[config.mk]
export PLATFORM = sky130hd
export DESIGN_NAME = serial_parity_tx
export DESIGN_NICKNAME = d
export VERILOG_FILES = /design/src/rtl/serial_parity_pkg.sv /design/src/rtl/serial_parity_tx.sv
export SDC_FILE = /design/constraint.sdc
export NUM_CORES = 1
export LEC_CHECK = 0
export BUFFER_PORTS_ARGS = -buffer_cell sky130_fd_sc_hd__buf_2
export CORE_AREA = 2 2 49 69
export CTS_BUF_LIST = sky130_fd_sc_hd__clkbuf_8
export DETAILED_ROUTE_END_ITERATION = 8
export DIE_AREA = 0 0 51 71
export MAX_ROUTING_LAYER = met4
export PLACE_DENSITY = 0.47
export RECOVER_POWER = 25
export SLEW_MARGIN = 20
export SYNTH_ARGS = -nofsm -noshare
export SYNTH_HDL_FRONTEND = slang
export SYNTH_SLANG_ARGS = --single-unit
export TNS_END_PERCENT = 50
[constraint.sdc]
create_clock -name clock -period 1.55 [get_ports clock]
set_input_delay 0.155 -clock clock [delete_from_list [all_inputs] [get_ports clock]]
set_output_delay 0.155 -clock clock [all_outputs]
set_load 0.005 [all_outputs]
[src/rtl/serial_parity_pkg.sv]
// serial_parity_pkg: definitions shared by the serial parity transmitter and
// the serial parity detector bench.
//   tx_state_e  - transmitter frame state (IDLE / DATA / PARITY)
//   PARITY_EVEN - parity selector value: total ones in data+parity is even
//   PARITY_ODD  - parity selector value: total ones in data+parity is odd
//   DEF_DATA_W  - default payload width
package serial_parity_pkg;

  typedef enum logic [1:0] {
    IDLE   = 2'd0,
    DATA   = 2'd1,
    PARITY = 2'd2
  } tx_state_e;

  localparam bit          PARITY_EVEN = 1'b0;
  localparam bit          PARITY_ODD  = 1'b1;
  localparam int unsigned DEF_DATA_W  = 8;

endpackage

[src/rtl/serial_parity_tx.sv]
// serial_parity_tx: accepts a parallel word over a valid/ready handshake and
// sends it LSB first on a serial line, followed by one parity bit.
//   clock      - single clock, all state changes on posedge
//   reset_n    - asynchronous active-low reset
//   data_in    - word to transmit, sampled only on an accepted load
//   load_valid - data_in is valid this cycle
//   load_ready - a word can be accepted this cycle (IDLE or PARITY)
//   x          - serial data, LSB first, then the parity bit
//   x_valid    - x carries a frame bit this cycle
//   x_last     - x is the parity bit
//   busy       - a frame is in progress
module serial_parity_tx #(
  parameter int unsigned DATA_W     = serial_parity_pkg::DEF_DATA_W,
  parameter bit          PARITY_ODD = 1'b0
) (
  input  logic              clock,
  input  logic              reset_n,
  input  logic [DATA_W-1:0] data_in,
  input  logic              load_valid,
  output logic              load_ready,
  output logic              x,
  output logic              x_valid,
  output logic              x_last,
  output logic              busy
);

  import serial_parity_pkg::*;

  localparam int unsigned      CNT_W    = (DATA_W > 1) ? $clog2(DATA_W) : 1;
  localparam logic [CNT_W-1:0] CNT_LAST = CNT_W'(DATA_W - 1);

  tx_state_e         state;
  tx_state_e         state_nxt;
  logic [DATA_W-1:0] shreg;
  logic [CNT_W-1:0]  cnt;
  logic              par;
  logic              accept;

  // Outputs decode from registered state only; load_valid only steers the
  // next state, so there is no input-to-output path.
  always_comb begin
    state_nxt  = state;
    load_ready = 1'b1;
    x          = 1'b0;
    x_valid    = 1'b0;
    x_last     = 1'b0;
    case (state)
      IDLE: begin
      end
      DATA: begin
        load_ready = 1'b0;
        x          = shreg[0];
        x_valid    = 1'b1;
        if (cnt == CNT_LAST) state_nxt = PARITY;
      end
      PARITY: begin
        x         = par;
        x_valid   = 1'b1;
        x_last    = 1'b1;
        state_nxt = IDLE;
      end
      default: state_nxt = IDLE;
    endcase
    accept = load_valid && load_ready;
    // An accept in PARITY chains straight into the next frame with no gap.
    if (accept) state_nxt = DATA;
  end

  assign busy = (state != IDLE);

  always_ff @(posedge clock or negedge reset_n) begin
    if (!reset_n) state <= IDLE;
    else          state <= state_nxt;
  end

  always_ff @(posedge clock or negedge reset_n) begin
    if (!reset_n) begin
      shreg <= '0;
      cnt   <= '0;
      par   <= PARITY_ODD;
    end else if (accept) begin
      shreg <= data_in;
      cnt   <= '0;
      par   <= PARITY_ODD;
    end else if (state == DATA) begin
      par   <= par ^ shreg[0];
      shreg <= {1'b0, shreg[DATA_W-1:1]};
      cnt   <= cnt + CNT_W'(1);
    end
  end

endmodule
## Word-level counts from Yosys, hierarchy flattened

Cells that the tools add are included.

- Input port bits: 11
- Flip-flop bits (word level): 14

- Equal/unequal tests: 5
- Add/subtract/negate cells: 1
- Bitwise gates (word level): 1
- Multiplexer cells: 13
- Reduce and logical (&&, ||, !) cells: 6

Operators by type and width:

| kind | count |
|---|---|
| $mux 8 | 2 |
| $mux 3 | 2 |
| $mux 1 | 5 |
| $mux 2 | 2 |
| $pmux 2 s2 | 1 |
| $reduce_bool 2->1 | 2 |
| $add 3x1->3 const B | 1 |
| $eq 3x3->1 const B | 1 |
| $ne 3x3->1 const B | 1 |
| $eq 2x1->1 const B | 1 |
| $eq 2x2->1 const B | 1 |
| $logic_not 2->1 | 1 |
| $ne 2x2->1 const B | 1 |
| $pmux 1 s2 | 1 |
| $reduce_and 2->1 | 1 |
| $reduce_or 2->1 | 1 |
| $logic_and 1x1->1 | 1 |
| $xor 1x1->1 | 1 |

## Logic depth before layout (Yosys ltp)

- Word-level depth: 5
- Gate-level depth with buffers: 6
- Gate-level depth less buffers: 5

## Worst setup path after synthesis

No wires, ideal clock.

- Kind: reg-to-reg
- Start point: register state[1]
- End point: register shreg[0]
- Cell stages (with the launch flop): 6
- Setup time: 0.127 ns
- Required time: 1.423 ns
- Slack: 0.329 ns
- Arrival: 1.094 ns
- Buffers on the path: 1
- Clock period less this slack: 1.221 ns
- Path through: dfrtp_1 inv_1 ha_1 buf_6 mux2i_1 a21oi_1

- Longest elaborated chain between the ends: 4
- Elaborated cells between the ends (all ways): 5
- Classes of those cells: eq/ne (1); mux (2); reduce/logical (2)

RTL lines:

| item | RTL line | RTL |
|---|---|---|
| start, declared | serial_parity_tx.sv:32 | `tx_state_e state;` |
| start signal, assigned | serial_parity_tx.sv:73 | `else state <= state_nxt;` |
| $eq 2x1->1 * | serial_parity_tx.sv:47, serial_parity_tx.sv:85 |  |
| $mux 1 | serial_parity_tx.sv:47 | `case (state)` |
| $logic_and 1x1->1 | serial_parity_tx.sv:64 | `accept = load_valid && load_ready;` |
| $mux 8 or $reduce_bool 2->1 (tied branches) | -- |  |
| end signal, assigned | serial_parity_tx.sv:82 | `shreg <= data_in;` |
| end signal, assigned | serial_parity_tx.sv:87 | `shreg <= {1'b0, shreg[DATA_W-1:1]};` |
| end, declared | serial_parity_tx.sv:34 | `logic [DATA_W-1:0] shreg;` |

Mark *: on every way between the ends. The rest lies on a longest branch, timed or not.
A chain may end at the register's enable or synchronous reset.

## Worst setup path after layout

- Start point: register state[0]
- End point: output x

- Longest elaborated chain between the ends: 2
- Elaborated cells between the ends (all ways): 3
- Classes of those cells: eq/ne (2); mux (1)

RTL lines:

| item | RTL line | RTL |
|---|---|---|
| $eq 2x2->1 or $eq 2x1->1 (tied branches) | serial_parity_tx.sv:47 |  |
| $pmux 1 s2 * | serial_parity_tx.sv:47 |  |
| end, declared | serial_parity_tx.sv:21 | `output logic x,` |

Marked as above.

==> impl_metrics.csv <==
group,metric,value,unit
outcome,status,"finished clean",
global_routing,grt-ovfl-total,0,
global_routing,antenna_found_initial,0,
placement,dp_slack,0.163,ns
sta,slew_viol_final,0,
worst_setup_path,crit_arrival,1.32,ns
worst_hold_path,worstHoldEndpoint,"shreg[7]",
clocking,numCtsBuffers,3,
power,power_leakage,0.488,nW
detailed_routing,drt_iter0_drc,9,
sta,fmax,679,MHz
clocking,cts_tree,"yes",
detailed_routing,wl_per_cell,11.6,µm
cells_and_area,antenna_cells,0,
floorplan,coreArea,3030,µm²
placement,dpl.hpwl,1250,µm
synthesis,synthArstFlopShare,100,%
worst_hold_path,min_path_cells,2,
sta,maxSlewHeadroom,46.3,%
clocking,cts.path.max_buffers,2,
detailed_routing,totalWireLength,1650,µm
global_routing,grt_pass1_vias,657,
clocking,path_clk_slew,0.06,ns
detailed_routing,routed_via_density,4.64,
floorplan,num_rows,24,
sta,setup-tns-final,0,ns
power,total_power,2.04,mW
worst_setup_path,cp_max_fo,7,
cells_and_area,design_area,1050,µm²
cells_and_area,nets,121,
floorplan,die_x,51,µm
sta,worstMarginPinSlew,0.806,ns
cells_and_area,layout_common_cells,"dfrtp_1, buf_2, a21oi_1",
synthesis,synth_edf_count,0,
sta,rsz0062_at_grt,"no",
sta,skew,0.00135,ns
cells_and_area,area_growth,22.5,%
floorplan,die_area,3620,µm²
worst_setup_path,r2r_end,"shreg[4]",
sta,layout_setup_ws,0.0782,ns
clocking,clock-root-buffer,"clkbuf_8",
run,maxCapViolations,0,
synthesis,synth_nets,101,
global_routing,grt_usage,10.8,%
synthesis,ys.flop_type,"dfrtp_1",
global_routing,grt_pass1_wl,2880,µm
global_routing,grt_start_max_net_pins,27,
worst_setup_path,r2r_start,"state[0]",
synthesis,syn_area_per_cell,10.2,µm²
cells_and_area,final.fill_count,320,
placement,portBuffers,15,
sta,fin_crit_sh,95.0,%
sta,hold_ws,0.177,ns
synthesis,yosysUniqueCellTypes,25,
detailed_routing,vias,659,
placement,placedCellCount,136,
sta,final-hold-violation-count,0,
power,ir_worst_vdd,0.000556,V
placement,placed_cell_area,967,µm²
sta,setup_viol,0,
worst_setup_path,rrSetupSlack,0.17,ns
cells_and_area,stdcell_count,142,
worst_setup_path,rr_worst_depth,6,
worst_setup_path,end_kind,"primary output",
worst_setup_path,required,1.39,ns
clocking,clock_latency,0.24,ns
detailed_routing,ant_nets,0,
worst_hold_path,hold_start,"data_in[7]",
sta,layout_min_cycle_time,1.47,ns
floorplan,die_y,71,µm
synthesis,synth_seq_cells,14,
cells_and_area,final_util,34.6,%
detailed_routing,route.detailed.drc,0,
worst_hold_path,hp-class,"primary input to register",
clocking,h-tree-depth,1,
cells_and_area,drive_gt1_share,27.2,%
worst_setup_path,cp-start-kind,"register",
floorplan,io_pins,16,
clocking,cts.sinks,14,
detailed_routing,dr.pass1.iters,4,
synthesis,yosysWarnings,0,
synthesis,yosysSeqAreaShare,40.9,%
placement,gp_congestion,0.699,
worst_setup_path,critPathKind,"register to primary output",
synthesis,synth_area,857,µm²
synthesis,netlist_instances,84,
floorplan,start_util,28.3,%
power,powerDensity,1940,nW/µm²
-- logic make-up after synthesis --
group / share of synthesized area (%)
flops: 40.9
mux: 9.34
compound gates: 21.5
simple gates: 11.2
fa+ha+maj: 8.76
xor+xnor: 1.02
buf+inv: 7.30
-- power by group --
| part | internal (mW) | switching [mW] | leakage [nW] | total (mW) |
|---|---|---|---|---|
| clock | 0.225 | 0.132 | 0.0288 | 0.357 |
| combinational | 0.532 | 0.501 | 0.290 | 1.03 |
| sequential | 0.524 | 0.127 | 0.170 | 0.651 |
-- timing repair --
item                                    CTS  global route
hold endpoints to repair                 14             0
endpoints found under the setup margin    1             1
buffers inserted                          1             0
hold buffers                              1             0
resized for setup                         2             2
-- layout make-up --
class                   count  area [µm²]  area share [%]
multi-input cells          59         452            43.0
flip-flops and latches     14         350            33.4
repair buffers             21         125            11.9
clock buffers               4        55.1            5.24
well taps                  39        48.8            4.65
inverters                   5        18.8            1.79
-- Yosys cell counts (2+ instances only) --
| cell | instances | share of area [%] |
|---|---|---|
| inv_1 | 5 | 2.2 |
| buf_2 | 2 | 1.2 |
| buf_4 | 3 | 2.6 |
| ha_1 | 6 | 8.8 |
| nand3_1 | 2 | 1.2 |
| nand2_1 | 3 | 1.3 |
| a21oi_1 | 10 | 5.8 |
| nor2b_1 | 8 | 5.8 |
| a211oi_1 | 7 | 6.1 |
| o21ai_0 | 3 | 1.8 |
| dfrtp_1 | 14 | 41 |
| mux2i_1 | 8 | 9.3 |
-- registers in the layout, indices dropped and copies added, names as in the netlist --
signal / flops
shreg: 8
cnt: 3
state: 2
par: 1
-- metal layers --
metal	wire length, µm	vias to the layer above	share of wire (%)	global-route usage, %
met5	0	-	0	-
met4	28	0	1.7	5.41
met3	28	2	1.7	1.90
met2	823	10	50	16.6
met1	768	307	47	13.4
li1	-	340	-	-
-- worst max-delay path by stage --
stage	from	to	depth (start not counted)
2_1_floorplan	state[1]	shreg[0]	5
3_3_place_gp	state[0]	state[1]	5
3_5_place_dp	state[0]	state[1]	5
4_1_cts	state[0]	x	5
5_1_grt	state[1]	x	6
6_report	state[0]	x	5
-- worst max-delay path, cell delays in order, from the launching register on --
cell and delay, ns:
dfrtp_1 0.41, ha_2 0.21, buf_6 0.14, a22oi_2 0.14, nor2b_1 0.06, buf_2 0.12
(Power assumes the default switching activity.)
